### config.mk
export PLATFORM = sky130hd
export DESIGN_NAME = fmc_bus_frontend
export DESIGN_NICKNAME = d
export VERILOG_FILES = /design/src/rtl/fmc_pkg.sv /design/src/rtl/fmc_bus_frontend_sync_edge.sv /design/src/rtl/fmc_bus_frontend.sv
export SDC_FILE = /design/constraint.sdc
export NUM_CORES = 1
export LEC_CHECK = 0
export ABC_AREA = 0
export BUFFER_PORTS_ARGS = -buffer_cell sky130_fd_sc_hd__buf_2
export CAP_MARGIN = 20
export CORE_MARGIN = 5
export CORE_UTILIZATION = 48
export DETAILED_ROUTE_END_ITERATION = 6
export PLACE_DENSITY = 0.74
export SKIP_CTS_REPAIR_TIMING = 1
export SLEW_MARGIN = 10
export SYNTH_ARGS = -nofsm -noshare
export SYNTH_HDL_FRONTEND = slang
export SYNTH_SLANG_ARGS = --single-unit
### constraint.sdc
create_clock -name clk -period 1.6 [get_ports clk]
set_input_delay 0.48 -clock clk [delete_from_list [all_inputs] [get_ports clk]]
set_output_delay 0.48 -clock clk [all_outputs]
set_load 0.05 [all_outputs]
### src/rtl/fmc_pkg.sv
// Shared definitions for the FMC bus front end: default widths, FSM states and address range check.
package fmc_pkg;

  localparam int unsigned FMC_DATA_W      = 16;
  localparam int unsigned FMC_ADDR_W      = 4;
  localparam int unsigned FMC_SYNC_STAGES = 2;

  typedef enum logic [2:0] {
    S_IDLE = 3'd0,
    S_ADDR = 3'd1,
    S_DATA = 3'd2,
    S_WR   = 3'd3,
    S_RD   = 3'd4,
    S_HOLD = 3'd5,
    S_ERR  = 3'd6
  } fmc_state_t;

  // True when every bit above the decoded channel index is zero.
  function automatic logic addr_in_range(input logic [31:0] addr, input int unsigned addr_w);
    return (addr >> addr_w) == 32'd0;
  endfunction

endpackage

### src/rtl/fmc_bus_frontend_sync_edge.sv
// N-stage synchroniser for one asynchronous control; rise/fall are registered and line up with sync.
module fmc_sync_edge #(
  parameter int unsigned STAGES  = 2,
  parameter logic        RST_VAL = 1'b1
) (
  input  logic clk,
  input  logic rst,
  input  logic din,
  output logic sync,
  output logic rise,
  output logic fall
);

  logic [STAGES-1:0] chain;

  // Edges come from the last two stages so each pulse coincides with the new synced level.
  always_ff @(posedge clk) begin
    if (rst) begin
      chain <= {STAGES{RST_VAL}};
      rise  <= 1'b0;
      fall  <= 1'b0;
    end else begin
      chain <= {chain[STAGES-2:0], din};
      rise  <= chain[STAGES-2] & ~chain[STAGES-1];
      fall  <= ~chain[STAGES-2] & chain[STAGES-1];
    end
  end

  assign sync = chain[STAGES-1];

endmodule

### src/rtl/fmc_bus_frontend.sv
// STM32 FMC multiplexed-bus front end: synchronises the bus, decodes write/read cycles
// for the register bank and drives the AD pad direction.
module fmc_bus_frontend
  import fmc_pkg::*;
#(
  parameter int unsigned DATA_W      = FMC_DATA_W,
  parameter int unsigned ADDR_W      = FMC_ADDR_W,
  parameter int unsigned SYNC_STAGES = FMC_SYNC_STAGES
) (
  input  logic              clk,
  input  logic              rst,
  input  logic              fpga_nl_nadv,
  input  logic              fpga_cs_ne1,
  input  logic              fpga_wr_nwe,
  input  logic              fpga_rd_noe,
  input  logic [DATA_W-1:0] fpga_db_in,
  output logic [DATA_W-1:0] fpga_db_out,
  output logic              fpga_db_oe,
  output logic              wr_stb,
  output logic [ADDR_W-1:0] wr_addr,
  output logic [DATA_W-1:0] wr_data,
  output logic              rd_req,
  output logic [ADDR_W-1:0] rd_addr,
  input  logic [DATA_W-1:0] rd_data,
  output logic              bus_err
);

  logic cs_s, cs_rise, cs_fall;
  logic nadv_s, nadv_rise, nadv_fall;
  logic nwe_s, nwe_rise, nwe_fall;
  logic noe_s, noe_rise, noe_fall;
  logic unused_edges;

  fmc_sync_edge #(.STAGES(SYNC_STAGES), .RST_VAL(1'b1)) u_sync_cs (
    .clk(clk), .rst(rst), .din(fpga_cs_ne1), .sync(cs_s), .rise(cs_rise), .fall(cs_fall)
  );
  fmc_sync_edge #(.STAGES(SYNC_STAGES), .RST_VAL(1'b1)) u_sync_nadv (
    .clk(clk), .rst(rst), .din(fpga_nl_nadv), .sync(nadv_s), .rise(nadv_rise), .fall(nadv_fall)
  );
  fmc_sync_edge #(.STAGES(SYNC_STAGES), .RST_VAL(1'b1)) u_sync_nwe (
    .clk(clk), .rst(rst), .din(fpga_wr_nwe), .sync(nwe_s), .rise(nwe_rise), .fall(nwe_fall)
  );
  fmc_sync_edge #(.STAGES(SYNC_STAGES), .RST_VAL(1'b1)) u_sync_noe (
    .clk(clk), .rst(rst), .din(fpga_rd_noe), .sync(noe_s), .rise(noe_rise), .fall(noe_fall)
  );

  assign unused_edges = cs_rise ^ cs_fall ^ nadv_fall ^ noe_rise;

  // Data bus delay matches the control synchronisers so db_s lines up with the synced edges.
  logic [SYNC_STAGES-1:0][DATA_W-1:0] db_pipe;
  logic [DATA_W-1:0]                  db_s;

  always_ff @(posedge clk) begin
    if (rst) begin
      db_pipe <= '0;
    end else begin
      db_pipe <= {db_pipe[SYNC_STAGES-2:0], fpga_db_in};
    end
  end

  assign db_s = db_pipe[SYNC_STAGES-1];

  fmc_state_t        state;
  logic [ADDR_W-1:0] addr;
  logic [DATA_W-1:0] data_hold;
  logic              rd_wait;
  logic              oe_reg;

  always_ff @(posedge clk) begin
    if (rst) begin
      state       <= S_IDLE;
      addr        <= '0;
      data_hold   <= '0;
      rd_wait     <= 1'b0;
      oe_reg      <= 1'b0;
      fpga_db_out <= '0;
      wr_stb      <= 1'b0;
      wr_addr     <= '0;
      wr_data     <= '0;
      rd_req      <= 1'b0;
      rd_addr     <= '0;
      bus_err     <= 1'b0;
    end else begin
      wr_stb  <= 1'b0;
      rd_req  <= 1'b0;
      bus_err <= 1'b0;
      // Chip select going high ends any cycle silently.
      if (state != S_IDLE && cs_s) begin
        state   <= S_IDLE;
        oe_reg  <= 1'b0;
        rd_wait <= 1'b0;
      end else begin
        case (state)
          S_IDLE: begin
            oe_reg <= 1'b0;
            if (!cs_s && !nadv_s) state <= S_ADDR;
          end
          S_ADDR: begin
            if (nadv_rise) begin
              addr <= db_s[ADDR_W-1:0];
              if (addr_in_range(32'(db_s), ADDR_W)) begin
                state <= S_DATA;
              end else begin
                bus_err <= 1'b1;
                state   <= S_ERR;
              end
            end
          end
          S_DATA: begin
            if (!nwe_s && !noe_s) begin
              bus_err <= 1'b1;
              state   <= S_ERR;
            end else if (nwe_fall) begin
              data_hold <= db_s;
              state     <= S_WR;
            end else if (noe_fall) begin
              rd_req  <= 1'b1;
              rd_addr <= addr;
              rd_wait <= 1'b0;
              state   <= S_RD;
            end
          end
          // data_hold keeps the last sample taken while NWE was low.
          S_WR: begin
            if (nwe_rise) begin
              wr_stb  <= 1'b1;
              wr_addr <= addr;
              wr_data <= data_hold;
              state   <= S_HOLD;
            end else if (!nwe_s) begin
              data_hold <= db_s;
            end
          end
          S_RD: begin
            if (!rd_wait) begin
              rd_wait <= 1'b1;
            end else begin
              fpga_db_out <= rd_data;
              oe_reg      <= 1'b1;
              rd_wait     <= 1'b0;
              state       <= S_HOLD;
            end
          end
          S_HOLD, S_ERR: begin
          end
          default: state <= S_IDLE;
        endcase
      end
    end
  end

  // Raw pins release the pad immediately, without synchroniser delay.
  assign fpga_db_oe = oe_reg & ~fpga_cs_ne1 & ~fpga_rd_noe;

endmodule

Word-level counts from Yosys, hierarchy flattened
Cells that the tools add are included.
- eq/ne operators: 17
- multiplexer cells: 27
- bitwise gates (word level): 18
- reduce and logical (&&, ||, !) cells: 25
- operators by type and width (kind ; count):
    16-bit two-way mux ; 4
    32-bit logical NOT ; 1
    16-bit case mux with 2 select lines ; 1
    3-bit two-way mux ; 8
    3-bit case mux with 6 select lines ; 1
    2-bit != test (second input constant) ; 6
    1-bit NOT ; 12
    6-bit AND reduction ; 2
    1-bit two-way mux ; 10
    3-bit == test (second input constant) ; 3
    3-bit AND reduction ; 3
    2-bit by 1-bit != test with 1-bit output (second input constant) ; 4
    1-bit AND ; 6
    3-bit by 2-bit == test with 1-bit output (second input constant) ; 2
    1-bit case mux with 2 select lines ; 3
    2-bit nonzero test ; 3
    5-bit AND reduction ; 1
    5-bit OR reduction ; 1
    1-bit logical NOT ; 4
    4-bit by 2-bit != test with 1-bit output (second input constant) ; 1
    4-bit AND reduction ; 1
    2-bit OR reduction ; 2
    3-bit by 1-bit == test with 1-bit output (second input constant) ; 1
    1-bit logical AND ; 3
    other kinds (4) ; 4
- register bits after elaboration: 112
- input port bits: 38
- output and inout bits: 44
- logic and storage cells: 109

Logic depth before layout (Yosys ltp)
- depth in word-level cells: 4
- depth in mapped cells: 7
- mapped depth without buffers: 5

By module
From an unflattened synthesis, not the netlist that was laid out.
- cells, all modules: 415
- area total of the unflattened synthesis: 3968.8 um2
- modules (own cells, without submodules) (module ; times used ; cells an instance ; area an instance (um2) ; seq. area each (um2)):
    fmc_bus_frontend ; 1 ; 383 ; 3538.4 ; 2001.9
    fmc_sync_edge ; 4 ; 8 ; 107.6 ; 80.1

Worst setup path before layout
OpenSTA, ideal clock, no wires.
- path type: input to output
- start: in fpga_cs_ne1
- end: out fpga_db_oe
- arrival time: 1.638 ns
- required time: 1.120 ns
- slack: -0.518 ns
- stages on the path: 1
- path buffers: 0
- cells stage by stage: nor3b_1
- word-level cells in the longest chain between the ends: 3
- ends and longest elaborated chain (item ; line ; source):
    start, declared ; fmc_bus_frontend.sv:13 ; input logic fpga_cs_ne1,
    1-bit NOT ; fmc_bus_frontend.sv:153 ; assign fpga_db_oe = oe_reg & ~fpga_cs_ne1 & ~fpga_rd_noe;
    1-bit AND (2 in a row) ; fmc_bus_frontend.sv:153 ;
    end, declared ; fmc_bus_frontend.sv:18 ; output logic fpga_db_oe,
Every way passes these cells.

Final worst setup path
- start: reg db_pipe, in the netlist db_s[4]
- end: reg state[2]
- word-level cells in the longest chain between the ends: 4
- ends and longest elaborated chain (item ; line ; source):
    start, declared ; fmc_bus_frontend.sv:50 ; logic [SYNC_STAGES-1:0][DATA_W-1:0] db_pipe;
    start signal, assigned ; fmc_bus_frontend.sv:57 ; db_pipe <= {db_pipe[SYNC_STAGES-2:0], fpga_db_in};
    32-bit logical NOT ; fmc_pkg.sv:20 ; return (addr >> addr_w) == 32'd0;
    3-bit two-way mux ; fmc_bus_frontend.sv:101 ; if (addr_in_range(32'(db_s), ADDR_W)) begin
    3-bit two-way mux ; fmc_bus_frontend.sv:99 ; if (nadv_rise) begin
    3-bit case mux with 6 select lines ; fmc_bus_frontend.sv:93 ; case (state)
    end signal, assigned ; fmc_bus_frontend.sv:96 ; if (!cs_s && !nadv_s) state <= S_ADDR;
    end signal, assigned ; fmc_bus_frontend.sv:102 ; state <= S_DATA;
    end signal, assigned ; fmc_bus_frontend.sv:105 ; state <= S_ERR;
    end, declared ; fmc_bus_frontend.sv:63 ; fmc_state_t state;
Every way passes these cells. The select of a mux whose other input is x is not followed.
A chain may end at the register's enable or synchronous reset.

==> results.py <==
metrics = {
    "setup_path": {
        "crit_arrival_ns": 1.84,
        "crit_path_end": "state[2]",
        "rr_worst_depth": 5,
        "reg2reg_slack_ns": 0.02,
        "crit_type": "reg2reg",
        "startpoint": "db_s[4]",
        "r2r-end": "state[2]",
        "startpoint_type": "flip-flop",
        "critPathMaxFanout": 2,
        "worst_r2r_startpoint": "db_s[4]",
        "worstPathRequired_ns": 1.86,
        "worstSetupEndpointType": "flip-flop",
    },
    "synthesis": {
        "synth_area_mm2": 0.003830,
        "yosys-top-cells-count": "112 x dfxtp_1, 53 x nor2_1, 43 x nand2_1",
        "syn_inst": 383,
        "synthTopCellsByArea": "dfxtp_1 59%, mux2i_1 10%, nor2b_1 5.2%, nor2_1 5.2%, nand2_1 4.2%",
        "ys_ff_latch": 112,
        "avgSynthCellArea_um2": 10.00,
        "synth_nets": 421,
        "yosys_warnings": 0,
        "ys_types": 39,
        "synth-main-ff-cell": "dfxtp_1",
        "synth-seq-area-share": 0.5854,
        "synth.top_cell.area_share": 0.5854,
        "synth_most_common_cell": "dfxtp_1",
        "ys_async_sr_fraction": 0,
        "synth_top_cell_by_area": "dfxtp_1",
        "synth_edf_count": 0,
    },
    "final_layout": {
        "stdcell_count": 575,
        "final_util": 0.5983,
        "design_area_mm2": 0.004647,
        "drive_gt1_frac": 0.2812,
        "syn_to_final_growth_pct": 21.33,
        "diodes": 0,
        "final_nets": 506,
    },
    "route": {
        "drc": 0,
        "wl_per_cell_um": 12.87,
        "finalWirelength_mm": 7.402,
        "viasPerCell": 4.908,
        "first_pass_iters": 4,
        "drtIter0Drc": 105,
        "drtAntennaViolNets": 0,
        "num_vias": 2822,
    },
    "timing": {
        "period_minus_slack_ns": 1.583,
        "holdWs_ns": 0.3025,
        "period_share": 0.9892,
        "worst_slew_pin_slew_ns": 0.3751,
        "fin_tns_setup_ns": 0,
        "relSlewSlack": 0.7464,
        "rsz0062_at_grt": "true",
        "setup_viol": 0,
        "fmax_ghz": 0.6318,
        "finalMaxSlewViolations": 0,
        "finClkSkew_ns": 0.01002,
        "hold_viol": 0,
    },
    "power": {
        "ir_drop_v": 0.0006237,
        "power_density_mw_per_mm2": 1062,
        "p_leak_nw": 2.088,
    },
    "global_routing": {
        "grt_usage": 0.1554,
        "grt_max_degree": 93,
        "grt_pass1_vias": 2718,
        "grt_pass1_wl_mm": 12.56,
        "grt_overflow": 0,
        "antenna_found_initial": 0,
    },
    "floorplan": {
        "die_width_um": 99.33,
        "io_pins": 82,
        "die_y_um": 99.33,
        "die_area_mm2": 0.009865,
        "initial_core_util": 0.4931,
        "rows": 32,
        "coreArea_mm2": 0.007767,
    },
    "outcome": {
        "outcome": "finished, final reports clean",
    },
    "clock_tree": {
        "cts_num_sinks": 112,
        "cts_tree": "yes",
        "clk_pin_slew_worst_paths_ns": 0.10,
        "numCtsBuffers": 9,
        "h-tree-depth": 3,
        "clock_latency_ns": 0.36,
        "cts-root-buf": "clkbuf_8",
        "cts_buffer_depth": 2,
    },
    "placement": {
        "place_area_mm2": 0.004438,
        "gp_congestion": 0.8112,
        "placed_cells": 559,
        "dp_hpwl_mm": 5.354,
        "port_buffers": 81,
    },
    "run": {
        "maxCapViolCount": 0,
    },
    "hold_path": {
        "hp-class": "in2reg",
    },
}
-- logic make-up (layout without fill, tap and decap cells) --
group / Yosys count / count (layout) / synth area share
buffers and inverters: 27 / 117 / 0.03234
flip-flops: 112 / 112 / 0.5854
AO/OA/AOI/OAI: 44 / 44 / 0.07187
multiplexers: 40 / 40 / 0.1045
AND/OR/NAND/NOR: 160 / 160 / 0.2058
-- cell type report --
cell class / instances / area, um2
flip-flops and latches: 112 / 2247
clock buffers: 10 / 137.6
well taps: 102 / 127.6
multi-input cells: 244 / 1480
repair buffers: 97 / 584.3
fillers: 697 / 3120
inverters: 4 / 15.01
clock inverters: 6 / 55.05
-- where the power goes --
part           internal (W)  switching, W
Combinational      0.000220      0.000233
Sequential          0.00286     0.0000607
Clock              0.000631      0.000932
Total               0.00371       0.00123
-- per-stage QoR --
step	power (W)	setup WS, ns
after global routing	0.005189	-0.04375
final	0.004935	0.01728
after CTS	0.004984	-0.08619
after global placement	0.003419	0.01394
after detailed placement	0.003425	0.02096
after floorplan	0.003252	0.09735
-- layer usage --
layer | vias up | share of wire | global-route usage
li1 | 1433 | - | -
met1 | 1294 | 0.44 | 0.1896
met2 | 87 | 0.48 | 0.2660
met3 | 8 | 0.063 | 0.03647
met4 | 0 | 0.012 | 0.05882
met5 | - | 0 | 0
-- worst min-delay path by stage --
stage	from	endpoint	slack, ns	depth (start not counted)
detailed placement	u_sync_cs.chain[0]	u_sync_cs.chain[1]	0.41	1
CTS	fpga_wr_nwe	u_sync_nwe.chain[0]	0.29	2
global placement	u_sync_cs.chain[0]	u_sync_cs.chain[1]	0.40	1
global route	fpga_wr_nwe	u_sync_nwe.chain[0]	0.29	2
floorplan	u_sync_cs.chain[0]	u_sync_cs.chain[1]	0.39	1
finish	fpga_nl_nadv	u_sync_nadv.chain[0]	0.30	2
-- placed cells by master, fill, tap and decap left out, types with 4 or more instances in the layout --
| cell | count |
|---|---|
| a21oi_1 | 27 |
| dfxtp_2 | 4 |
| inv_1 | 4 |
| nand2_1 | 43 |
| dfxtp_1 | 108 |
| nor3b_1 | 4 |
| or2_2 | 8 |
| buf_4 | 13 |
| buf_12 | 4 |
| buf_2 | 79 |
| nor2_1 | 53 |
| clkbuf_8 | 10 |
| mux2i_1 | 40 |
| nor2b_1 | 32 |
-- worst max-delay path: stages (launching register included) --
cell and delay, ns:
dfxtp_1 0.33, or4_4 0.54, o31ai_4 0.31, o21ai_2 0.08, a32oi_1 0.17, nor2_1 0.06
(Power assumes the default switching activity.)
